**src/rtl/cache_refill_ctrl_if.sv**
```systemverilog
// CPU-side request and memory fill signals of the cache refill controller.
// The slave view belongs to the controller, and the master view belongs to whatever drives it.
interface cache_refill_ctrl_if;
    logic        cpu_req;
    logic        cpu_wr;
    logic        hit;
    logic [4:0]  offset;
    logic        mem_ack;
    logic        stall;
    logic        mem_req;
    logic [4:0]  mem_byte;
    logic        regWrite;
    logic [31:0] byte_en;
    logic        hit_sel;
    logic        valid_set;
    logic        fill_err;

    modport slave (
        input  cpu_req, cpu_wr, hit, offset, mem_ack,
        output stall, mem_req, mem_byte, regWrite, byte_en, hit_sel, valid_set, fill_err
    );

    modport master (
        output cpu_req, cpu_wr, hit, offset, mem_ack,
        input  stall, mem_req, mem_byte, regWrite, byte_en, hit_sel, valid_set, fill_err
    );
endinterface

```
**src/rtl/cache_refill_ctrl.sv**
```systemverilog
// Refills one 32-byte cache line, one byte at a time, after a miss.
// Store hits are served in the same cycle, and a stalled access repeats once the line is valid.
module cache_refill_ctrl #(
    parameter int LINE_BYTES  = 32,
    parameter int ACK_TIMEOUT = 255
) (
    input  logic                 clk,
    input  logic                 reset,
    cache_refill_ctrl_if.slave   bus
);

    typedef enum logic [1:0] {
        IDLE  = 2'd0,
        FILL  = 2'd1,
        DONE  = 2'd2,
        ABORT = 2'd3
    } state_t;

    localparam logic [4:0] LAST_BYTE    = 5'(LINE_BYTES - 1);
    localparam logic [7:0] TIMEOUT_LAST = 8'(ACK_TIMEOUT - 1);

    state_t      r_state;
    state_t      w_next;
    logic [4:0]  r_cnt;
    logic [4:0]  w_cntNext;
    logic [7:0]  r_wcnt;
    logic [7:0]  w_wcntNext;
    logic        w_req;
    logic [31:0] w_offsetOneHot;
    logic [31:0] w_cntOneHot;

    // While reset is asserted, a held request must not appear on the outputs.
    assign w_req          = bus.cpu_req & reset;
    assign w_offsetOneHot = 32'h1 << bus.offset;
    assign w_cntOneHot    = 32'h1 << r_cnt;

    always_ff @(posedge clk or negedge reset) begin
        if (!reset) begin
            r_state <= IDLE;
            r_cnt   <= 5'd0;
            r_wcnt  <= 8'd0;
        end else begin
            r_state <= w_next;
            r_cnt   <= w_cntNext;
            r_wcnt  <= w_wcntNext;
        end
    end

    always_comb begin
        w_next     = r_state;
        w_cntNext  = r_cnt;
        w_wcntNext = r_wcnt;
        case (r_state)
            IDLE: begin
                if (w_req && !bus.hit) begin
                    w_next     = FILL;
                    w_cntNext  = 5'd0;
                    w_wcntNext = 8'd0;
                end
            end
            FILL: begin
                // The request inputs are ignored here, so withdrawing the request does not cut the fill short.
                if (bus.mem_ack) begin
                    w_cntNext  = r_cnt + 5'd1;
                    w_wcntNext = 8'd0;
                    if (r_cnt == LAST_BYTE) begin
                        w_next = DONE;
                    end
                end else begin
                    w_wcntNext = r_wcnt + 8'd1;
                    if (r_wcnt == TIMEOUT_LAST) begin
                        w_next = ABORT;
                    end
                end
            end
            DONE, ABORT: begin
                w_next     = IDLE;
                w_cntNext  = 5'd0;
                w_wcntNext = 8'd0;
            end
            default: begin
                w_next = IDLE;
            end
        endcase
    end

    always_comb begin
        bus.stall     = 1'b0;
        bus.mem_req   = 1'b0;
        bus.mem_byte  = 5'd0;
        bus.regWrite  = 1'b0;
        bus.byte_en   = 32'd0;
        bus.hit_sel   = 1'b0;
        bus.valid_set = 1'b0;
        bus.fill_err  = 1'b0;
        case (r_state)
            IDLE: begin
                bus.hit_sel = 1'b1;
                if (w_req) begin
                    if (bus.hit) begin
                        if (bus.cpu_wr) begin
                            bus.regWrite = 1'b1;
                            bus.byte_en  = w_offsetOneHot;
                        end
                    end else begin
                        bus.stall = 1'b1;
                    end
                end
            end
            FILL: begin
                bus.stall    = 1'b1;
                bus.mem_req  = 1'b1;
                bus.mem_byte = r_cnt;
                if (bus.mem_ack) begin
                    bus.regWrite = 1'b1;
                    bus.byte_en  = w_cntOneHot;
                end
            end
            DONE: begin
                bus.stall     = 1'b1;
                bus.valid_set = 1'b1;
            end
            ABORT: begin
                bus.stall    = 1'b1;
                bus.fill_err = 1'b1;
            end
            default: begin
                bus.stall = 1'b0;
            end
        endcase
    end

endmodule

```
**src/flat_wrapper.sv**
```systemverilog
// flat-port wrapper written by rule: the top's interface ports become plain ports
module cache_refill_ctrl_flat 
#(
    parameter int LINE_BYTES  = 32,
    parameter int ACK_TIMEOUT = 255
)
  (clk, reset, bus_cpu_req, bus_cpu_wr, bus_hit, bus_offset, bus_mem_ack, bus_stall, bus_mem_req, bus_mem_byte, bus_regWrite, bus_byte_en, bus_hit_sel, bus_valid_set, bus_fill_err);
  cache_refill_ctrl_if bus_i ();
  input  logic clk;
  input  logic reset;
  input wire logic [$bits(bus_i.cpu_req)-1:0] bus_cpu_req;
  input wire logic [$bits(bus_i.cpu_wr)-1:0] bus_cpu_wr;
  input wire logic [$bits(bus_i.hit)-1:0] bus_hit;
  input wire logic [$bits(bus_i.offset)-1:0] bus_offset;
  input wire logic [$bits(bus_i.mem_ack)-1:0] bus_mem_ack;
  output wire logic [$bits(bus_i.stall)-1:0] bus_stall;
  output wire logic [$bits(bus_i.mem_req)-1:0] bus_mem_req;
  output wire logic [$bits(bus_i.mem_byte)-1:0] bus_mem_byte;
  output wire logic [$bits(bus_i.regWrite)-1:0] bus_regWrite;
  output wire logic [$bits(bus_i.byte_en)-1:0] bus_byte_en;
  output wire logic [$bits(bus_i.hit_sel)-1:0] bus_hit_sel;
  output wire logic [$bits(bus_i.valid_set)-1:0] bus_valid_set;
  output wire logic [$bits(bus_i.fill_err)-1:0] bus_fill_err;
  assign bus_i.cpu_req = bus_cpu_req;
  assign bus_i.cpu_wr = bus_cpu_wr;
  assign bus_i.hit = bus_hit;
  assign bus_i.offset = bus_offset;
  assign bus_i.mem_ack = bus_mem_ack;
  assign bus_stall = bus_i.stall;
  assign bus_mem_req = bus_i.mem_req;
  assign bus_mem_byte = bus_i.mem_byte;
  assign bus_regWrite = bus_i.regWrite;
  assign bus_byte_en = bus_i.byte_en;
  assign bus_hit_sel = bus_i.hit_sel;
  assign bus_valid_set = bus_i.valid_set;
  assign bus_fill_err = bus_i.fill_err;
  cache_refill_ctrl #(.LINE_BYTES(LINE_BYTES), .ACK_TIMEOUT(ACK_TIMEOUT)) u_core (.clk(clk), .reset(reset), .bus(bus_i));
endmodule
```
**config.mk**
```make
export PLATFORM = sky130hd
export DESIGN_NAME = cache_refill_ctrl_flat
export DESIGN_NICKNAME = d
export VERILOG_FILES = /design/src/rtl/cache_refill_ctrl_if.sv /design/src/rtl/cache_refill_ctrl.sv /design/src/flat_wrapper.sv
export SDC_FILE = /design/constraint.sdc
export NUM_CORES = 1
export LEC_CHECK = 0
export BUFFER_PORTS_ARGS = -buffer_cell sky130_fd_sc_hd__buf_2
export CORE_MARGIN = 2
export CORE_UTILIZATION = 53
export CTS_BUF_LIST = sky130_fd_sc_hd__clkbuf_8
export DETAILED_ROUTE_END_ITERATION = 8
export PLACE_DENSITY = 0.92
export SYNTH_ARGS = -nofsm -noshare
export SYNTH_HDL_FRONTEND = slang
export SYNTH_SLANG_ARGS = --single-unit
export TNS_END_PERCENT = 5
```
**constraint.sdc**
```tcl
create_clock -name clk -period 3.8 [get_ports clk]
set_input_delay 0.76 -clock clk [delete_from_list [all_inputs] [get_ports clk]]
set_output_delay 0.76 -clock clk [all_outputs]
set_load 0.05 [all_outputs]
```
==> results of run 1 <==
[worst register-to-register path: stages, from the launching register on]
cell	delay (ns)
dfrtp_1	0.64
nand2b_1	0.35
inv_2	0.21
nand2_1	0.15
o21ai_0	0.19
[layer usage]
layer,part of all wire [%],up-vias,wire length [um]
met3,9.1,10,344
met2,47,97,1790
met5,0,-,0
met4,1.9,0,72
li1,-,738,-
met1,42,704,1570
[state kept, by name (all words and copies together) (netlist names)]
| signal | count |
|---|---|
| u_core.r_cnt | 5 |
| u_core.r_state | 2 |
| u_core.r_wcnt | 8 |
[Yosys cell counts (5+ instances only)]
cell,count,area [sq um]
dfrtp_1,15,375
o21ai_0,6,30.0
nor2_1,15,56.3
nand2_1,17,63.8
nand3_1,10,50.1
nand4_1,6,37.5
o22ai_1,33,206
ha_1,9,113
inv_1,7,26.3
nand3b_1,5,37.5
a21oi_1,6,30.0
xnor2_1,5,43.8
[cell type report]
| cell class | count | area (sq um) |
|---|---|---|
| sequential | 15 | 375 |
| clock inverter | 1 | 5.00 |
| inverter | 8 | 30.0 |
| multi-input combinational | 139 | 873 |
| timing repair buffer | 54 | 273 |
| clock buffer | 3 | 41.3 |
| fill | 192 | 643 |
| tap | 28 | 35.0 |
[final timing paths]
path / start / endpoint / slack, ns / cells after the start
hold reg to reg: u_core.r_wcnt[7]$_DFFE_PN0N_ / u_core.r_wcnt[7]$_DFFE_PN0N_ / 0.56 / 2
max in group asynchronous: reset / u_core.r_cnt[1]$_DFFE_PN0P_ / 3.12 / 2
setup / recovery: u_core.r_state[0]$_DFFE_PN0P_ / bus_byte_en[27] / 0.86 / 6
min in group clk: u_core.r_wcnt[7]$_DFFE_PN0N_ / u_core.r_wcnt[7]$_DFFE_PN0N_ / 0.56 / 2
setup reg to reg: u_core.r_state[0]$_DFFE_PN0P_ / u_core.r_cnt[0]$_DFFE_PN0P_ / 2.17 / 4
hold / removal: reset / u_core.r_cnt[4]$_DFFE_PN0P_ / 0.49 / 2
[cell usage in the layout (no fill, tap or decap)]
cell      synthesis  routed
buf_2             3      53
o22ai_1          33      33
nand2_1          17      17
nor2_1           15      15
dfrtp_1          15      15
nand3_1          10      10
ha_1              9       9
inv_1             7       7
nand4_1           6       6
a21oi_1           6       6
o21ai_0           6       6
nand3b_1          5       5
xnor2_1           5       5
nor2b_1           3       3
or3_1             3       3
clkbuf_8          0       3
and3_1            2       2
nand2b_1          2       2
or3b_2            2       2
and2_1            2       2
o31ai_1           2       2
a211oi_1          2       2
inv_2             1       1
nor2_2            1       1
nor3_2            1       1
nand3b_4          1       1
and2_4            1       1
o21ai_1           1       1
a21boi_0          1       1
nand4b_1          1       1
o21a_1            1       1
and4_1            1       1
clkinv_2          0       1
buf_4             0       1
[report_power, final]
part           switching (W)  internal, W  leakage [nW]  total, W
sequential         0.0000733     0.000199         0.198  0.000273
combinational       0.000430     0.000143         0.565  0.000573
clock              0.0000557    0.0000727        0.0255  0.000128
[kinds of logic (layout without fill, tap and decap cells)]
group | count (synthesis) | after routing | synth area share (%)
adder cells (fa/ha/maj) | 9 | 9 | 8.65
buffers and inverters | 13 | 66 | 4.04
AO/OA/AOI/OAI | 52 | 52 | 24.3
XOR/XNOR | 5 | 5 | 3.37
AND/OR/NAND/NOR | 73 | 73 | 30.8
flip-flops | 15 | 15 | 28.8
[per-stage QoR]
stage / cells / worst slack [ns] / util [%]
6_report: 248 / 0.857 / 71.7
4_1_cts: 248 / 0.913 / 71.7
5_1_grt: 248 / 0.733 / 71.7
2_1_floorplan: 167 / 0.917 / -
3_5_place_dp: 244 / 0.933 / 69.7
3_3_place_gp: 244 / 0.993 / 69.7
==> flow_summary.json, run 1 <==
{
  "dieWidth_um": 53.6,
  "arrival_ns": 2.18,
  "powerDensity_mw_per_mm2": 596,
  "grt_usage_pct": 28.4,
  "portBuffers": 53,
  "cts_resized": 0,
  "worstPathMaxFanout": 15,
  "syn_inst": 167,
  "grtUsageMet1_pct": 38.3,
  "start_util_pct": 57.2,
  "outcome": "finished, final reports clean",
  "synth_edf_count": 0,
  "ys_warn_count": 0,
  "dp_hpwl_um": 2820,
  "synthFlopType": "dfrtp_1",
  "area_growth_pct": 25.5,
  "worstPathCellList": "nand2b_1 > inv_2 > and3_1 > nand2_1 > o22ai_1 > buf_2",
  "io_pins": 54,
  "hold_class": "in2async",
  "cts_tree": "yes",
  "slew_violations": 0,
  "leakage_nw": 0.788,
  "grt_pass1_wl_um": 5960,
  "place_area_sq_mm": 0.00159,
  "drive_gt1_share_pct": 29.5,
  "wl_um": 3780,
  "timing.fmax_mhz": 340,
  "synth.avg_cell_area_sq_um": 7.79,
  "die_h_um": 53.6,
  "post_cts_buffers": 0,
  "rsz0062_at_grt": "no",
  "fin_total_pwr_w": 0.000974,
  "wire_per_inst_um": 15.2,
  "critPathKind": "reg2out",
  "ir_worst_vdd_v": 0.000614,
  "first_pass_iters": 4,
  "cts_hold_buffers": 0,
  "fin_crit_ns": 2.94,
  "clock_latency_ns": 0.25,
  "row_count": 17,
  "grt_pass1_vias": 1290,
  "drtAntennaViolNets": 0,
  "antenna_found_initial": 0,
  "drt_iter0_drc": 59,
  "post-route-drc-count": 0,
  "synth_sequential_area_ratio_pct": 28.8,
  "start_kind": "flop",
  "met2_usage_pct": 46.7,
  "maxCapViolCount": 0,
  "cts_max_path_buffers": 2,
  "num_vias": 1549,
  "slowest_stage": "dfrtp_1",
  "required_ns": 3.04,
  "top_usage_layer": "met2",
  "hold_viol_final": 0,
  "routabilityCongestion": 0.875,
  "crit_buf_inv": 2,
  "skew_ns": 0.00269,
  "coreArea_sq_mm": 0.00228,
  "diodes": 0,
  "holdWs_ns": 0.490,
  "async_reset_ff_share_pct": 100,
  "grt_max_degree": 17,
  "tightest_slew_ns": 0.765,
  "nets": 241,
  "synth_nets": 187,
  "maxSlewHeadroom_pct": 48.7,
  "ys_seq_elements": 15,
  "cts_max_level": 1,
  "synthDistinctLibCells": 32,
  "final-setup-viol-count": 0,
  "met3_usage_pct": 5.00,
  "drt-vias-per-instance": 6.25,
  "fin_area_sq_mm": 0.00163,
  "fin_crit_sh_pct": 77.4,
  "tns_ns": 0,
  "cts_root_buffer": "clkbuf_8",
  "die_area_sq_mm": 0.00287,
  "numCtsBuffers": 3,
  "end_kind": "output port",
  "max_stage_delay_ns": 0.64,
  "crit_family": "flip-flops",
  "clk_pin_slew_ns": 0.06,
  "overflow": 0,
  "syn-cell-area_sq_mm": 0.00130,
  "clock_sinks": 15
}
No activity file was read; power rests on OpenSTA's default activity.
==> inputs of run 2 (changes only) <==
- CORE_UTILIZATION: 53 -> 45
- PLACE_DENSITY: 0.92 -> 0.84
- clock period: 3.8 -> 2.7 ns (I/O delays scaled with it)
==> run 2 against run 1 <==
Effect of this change:
- non-clock buffer count is 1 higher
- register-to-register slack got worse by 1.1 ns
- sequential share of layout area down 0.24 points
- cell area up 1.1%
- clock-buffer cell count is the same
- critical path type unchanged
- worst hold slack got worse by 0.24 ns
- highest routed layer unchanged
==> flow_summary.json, run 2 (synthesized netlist as in run 1, its figures left out) <==
{
  "clock_sinks": 15,
  "ir_worst_vdd_v": 0.000661,
  "required_ns": 2.16,
  "overflow": 0,
  "crit_family": "simple AND/OR/NAND/NOR gates",
  "start_kind": "flop",
  "cts_root_buffer": "clkbuf_8",
  "hold_class": "in2async",
  "num_vias": 1534,
  "max_stage_delay_ns": 0.56,
  "post-route-drc-count": 0,
  "drt-vias-per-instance": 6.09,
  "die_area_sq_mm": 0.00334,
  "maxSlewHeadroom_pct": 53.9,
  "row_count": 19,
  "timing.fmax_mhz": 398,
  "drive_gt1_share_pct": 29.9,
  "wire_per_inst_um": 14.5,
  "fin_crit_sh_pct": 93.1,
  "outcome": "finished, final reports clean",
  "dp_hpwl_um": 2740,
  "drt_iter0_drc": 207,
  "final_util_pct": 59.8,
  "nets": 242,
  "slew_violations": 0,
  "top_register": "u_core.r_wcnt",
  "critPathKind": "reg2out",
  "cts_max_level": 1,
  "dieWidth_um": 57.8,
  "crit_buf_inv": 1,
  "cts_tree": "yes",
  "diodes": 0,
  "io_pins": 54,
  "tns_ns": 0,
  "grt_usage_pct": 22.3,
  "numCtsBuffers": 3,
  "fillers": 244,
  "start_util_pct": 47.2,
  "leakage_nw": 0.793,
  "tightest_slew_ns": 0.687,
  "first_pass_iters": 5,
  "fin_crit_ns": 2.51,
  "grt_pass1_wl_um": 6020,
  "portBuffers": 53,
  "die_h_um": 57.8,
  "wl_um": 3650,
  "slowest_stage": "dfrtp_1",
  "cts_resized": 0,
  "end_kind": "output port",
  "arrival_ns": 1.97,
  "antenna_found_initial": 0,
  "rsz0062_at_grt": "no",
  "worstPathMaxFanout": 15,
  "skew_ns": 0.00745,
  "clk_pin_slew_ns": 0.07,
  "powerDensity_mw_per_mm2": 826,
  "drtAntennaViolNets": 0,
  "area_growth_pct": 26.8,
  "cts_hold_buffers": 0,
  "final_common_cell": "buf_2",
  "hold_viol_final": 0,
  "cts_max_path_buffers": 2,
  "grt_pass1_vias": 1344,
  "routabilityCongestion": 0.951,
  "post_cts_buffers": 0,
  "grt_max_degree": 17,
  "coreArea_sq_mm": 0.00276,
  "final_cell_mix": "buf_2, o22ai_1, nand2_1",
  "reg_top3": "u_core.r_wcnt: 8 flops, u_core.r_cnt: 5 flops, u_core.r_state: 2 flops",
  "final-setup-viol-count": 0,
  "largest_reg_flops": 8,
  "maxCapViolCount": 0,
  "worstPathCellList": "nor3_4 > nand3b_1 > o22ai_1 > buf_2",
  "clock_latency_ns": 0.25
}
run 2: changes by cell type in the layout (fill, tap and decap cells not counted):
cell	before	now
buf_4	1	2
nor3_2	1	0
nor3_4	0	1
run 2: worst paths after layout:
| check | slack, ns | cells past startpoint | end | from |
|---|---|---|---|---|
| min reg2reg | 0.55 | 2 | u_core.r_wcnt[1]$_DFFE_PN0N_ | u_core.r_wcnt[1]$_DFFE_PN0N_ |
| max | 0.19 | 4 | bus_byte_en[8] | u_core.r_state[0]$_DFFE_PN0P_ |
| min | 0.25 | 2 | u_core.r_wcnt[4]$_DFFE_PN0N_ | reset |
| min in group clk | 0.55 | 2 | u_core.r_wcnt[1]$_DFFE_PN0N_ | u_core.r_wcnt[1]$_DFFE_PN0N_ |
| max reg2reg | 1.10 | 4 | u_core.r_wcnt[6]$_DFFE_PN0N_ | u_core.r_state[0]$_DFFE_PN0P_ |
| max in group asynchronous | 2.25 | 2 | u_core.r_wcnt[1]$_DFFE_PN0N_ | reset |
run 2: area by class of cell:
cell class | count | area (sq um) | share of cell area [%]
Tap cell | 31 | 38.8 | 2.35
Clock inverter | 1 | 5.00 | 0.303
Clock buffer | 3 | 41.3 | 2.50
Inverter | 8 | 30.0 | 1.82
Timing Repair Buffer | 55 | 280 | 17.0
Sequential cell | 15 | 375 | 22.7
Multi-Input combinational cell | 139 | 880 | 53.3
run 2: worst reg2reg max path: stages, from the launching register on:
cell and delay, ns:
dfrtp_1 0.65, nor2_2 0.17, and2_4 0.20, or3_1 0.35, a21oi_1 0.16
run 2: layer usage:
layer | vias up | global-route usage (%) | routed length [um]
li1 | 739 | - | -
met1 | 703 | 33.1 | 1660
met2 | 87 | 34.3 | 1650
met3 | 5 | 3.79 | 308
met4 | 0 | 4.65 | 25
met5 | - | 0 | 0
run 2: per-stage QoR:
step	hold slack (ns)	total power, W	std cells	cell area, sq um	setup slack, ns
after floorplan	0.244	0.000989	167	1300	0.0765
after global placement	0.515	0.00116	248	1600	0.317
after detailed placement	0.528	0.00116	248	1600	0.319
after CTS	0.259	0.00135	252	1640	0.186
after global routing	0.273	0.00146	252	1650	0.0671
final	0.246	0.00136	252	1650	0.185
run 2: power breakdown:
part / switching [W] / internal, W
combinational: 0.000586 / 0.000204
sequential: 0.000105 / 0.000280
clock: 0.0000845 / 0.000102
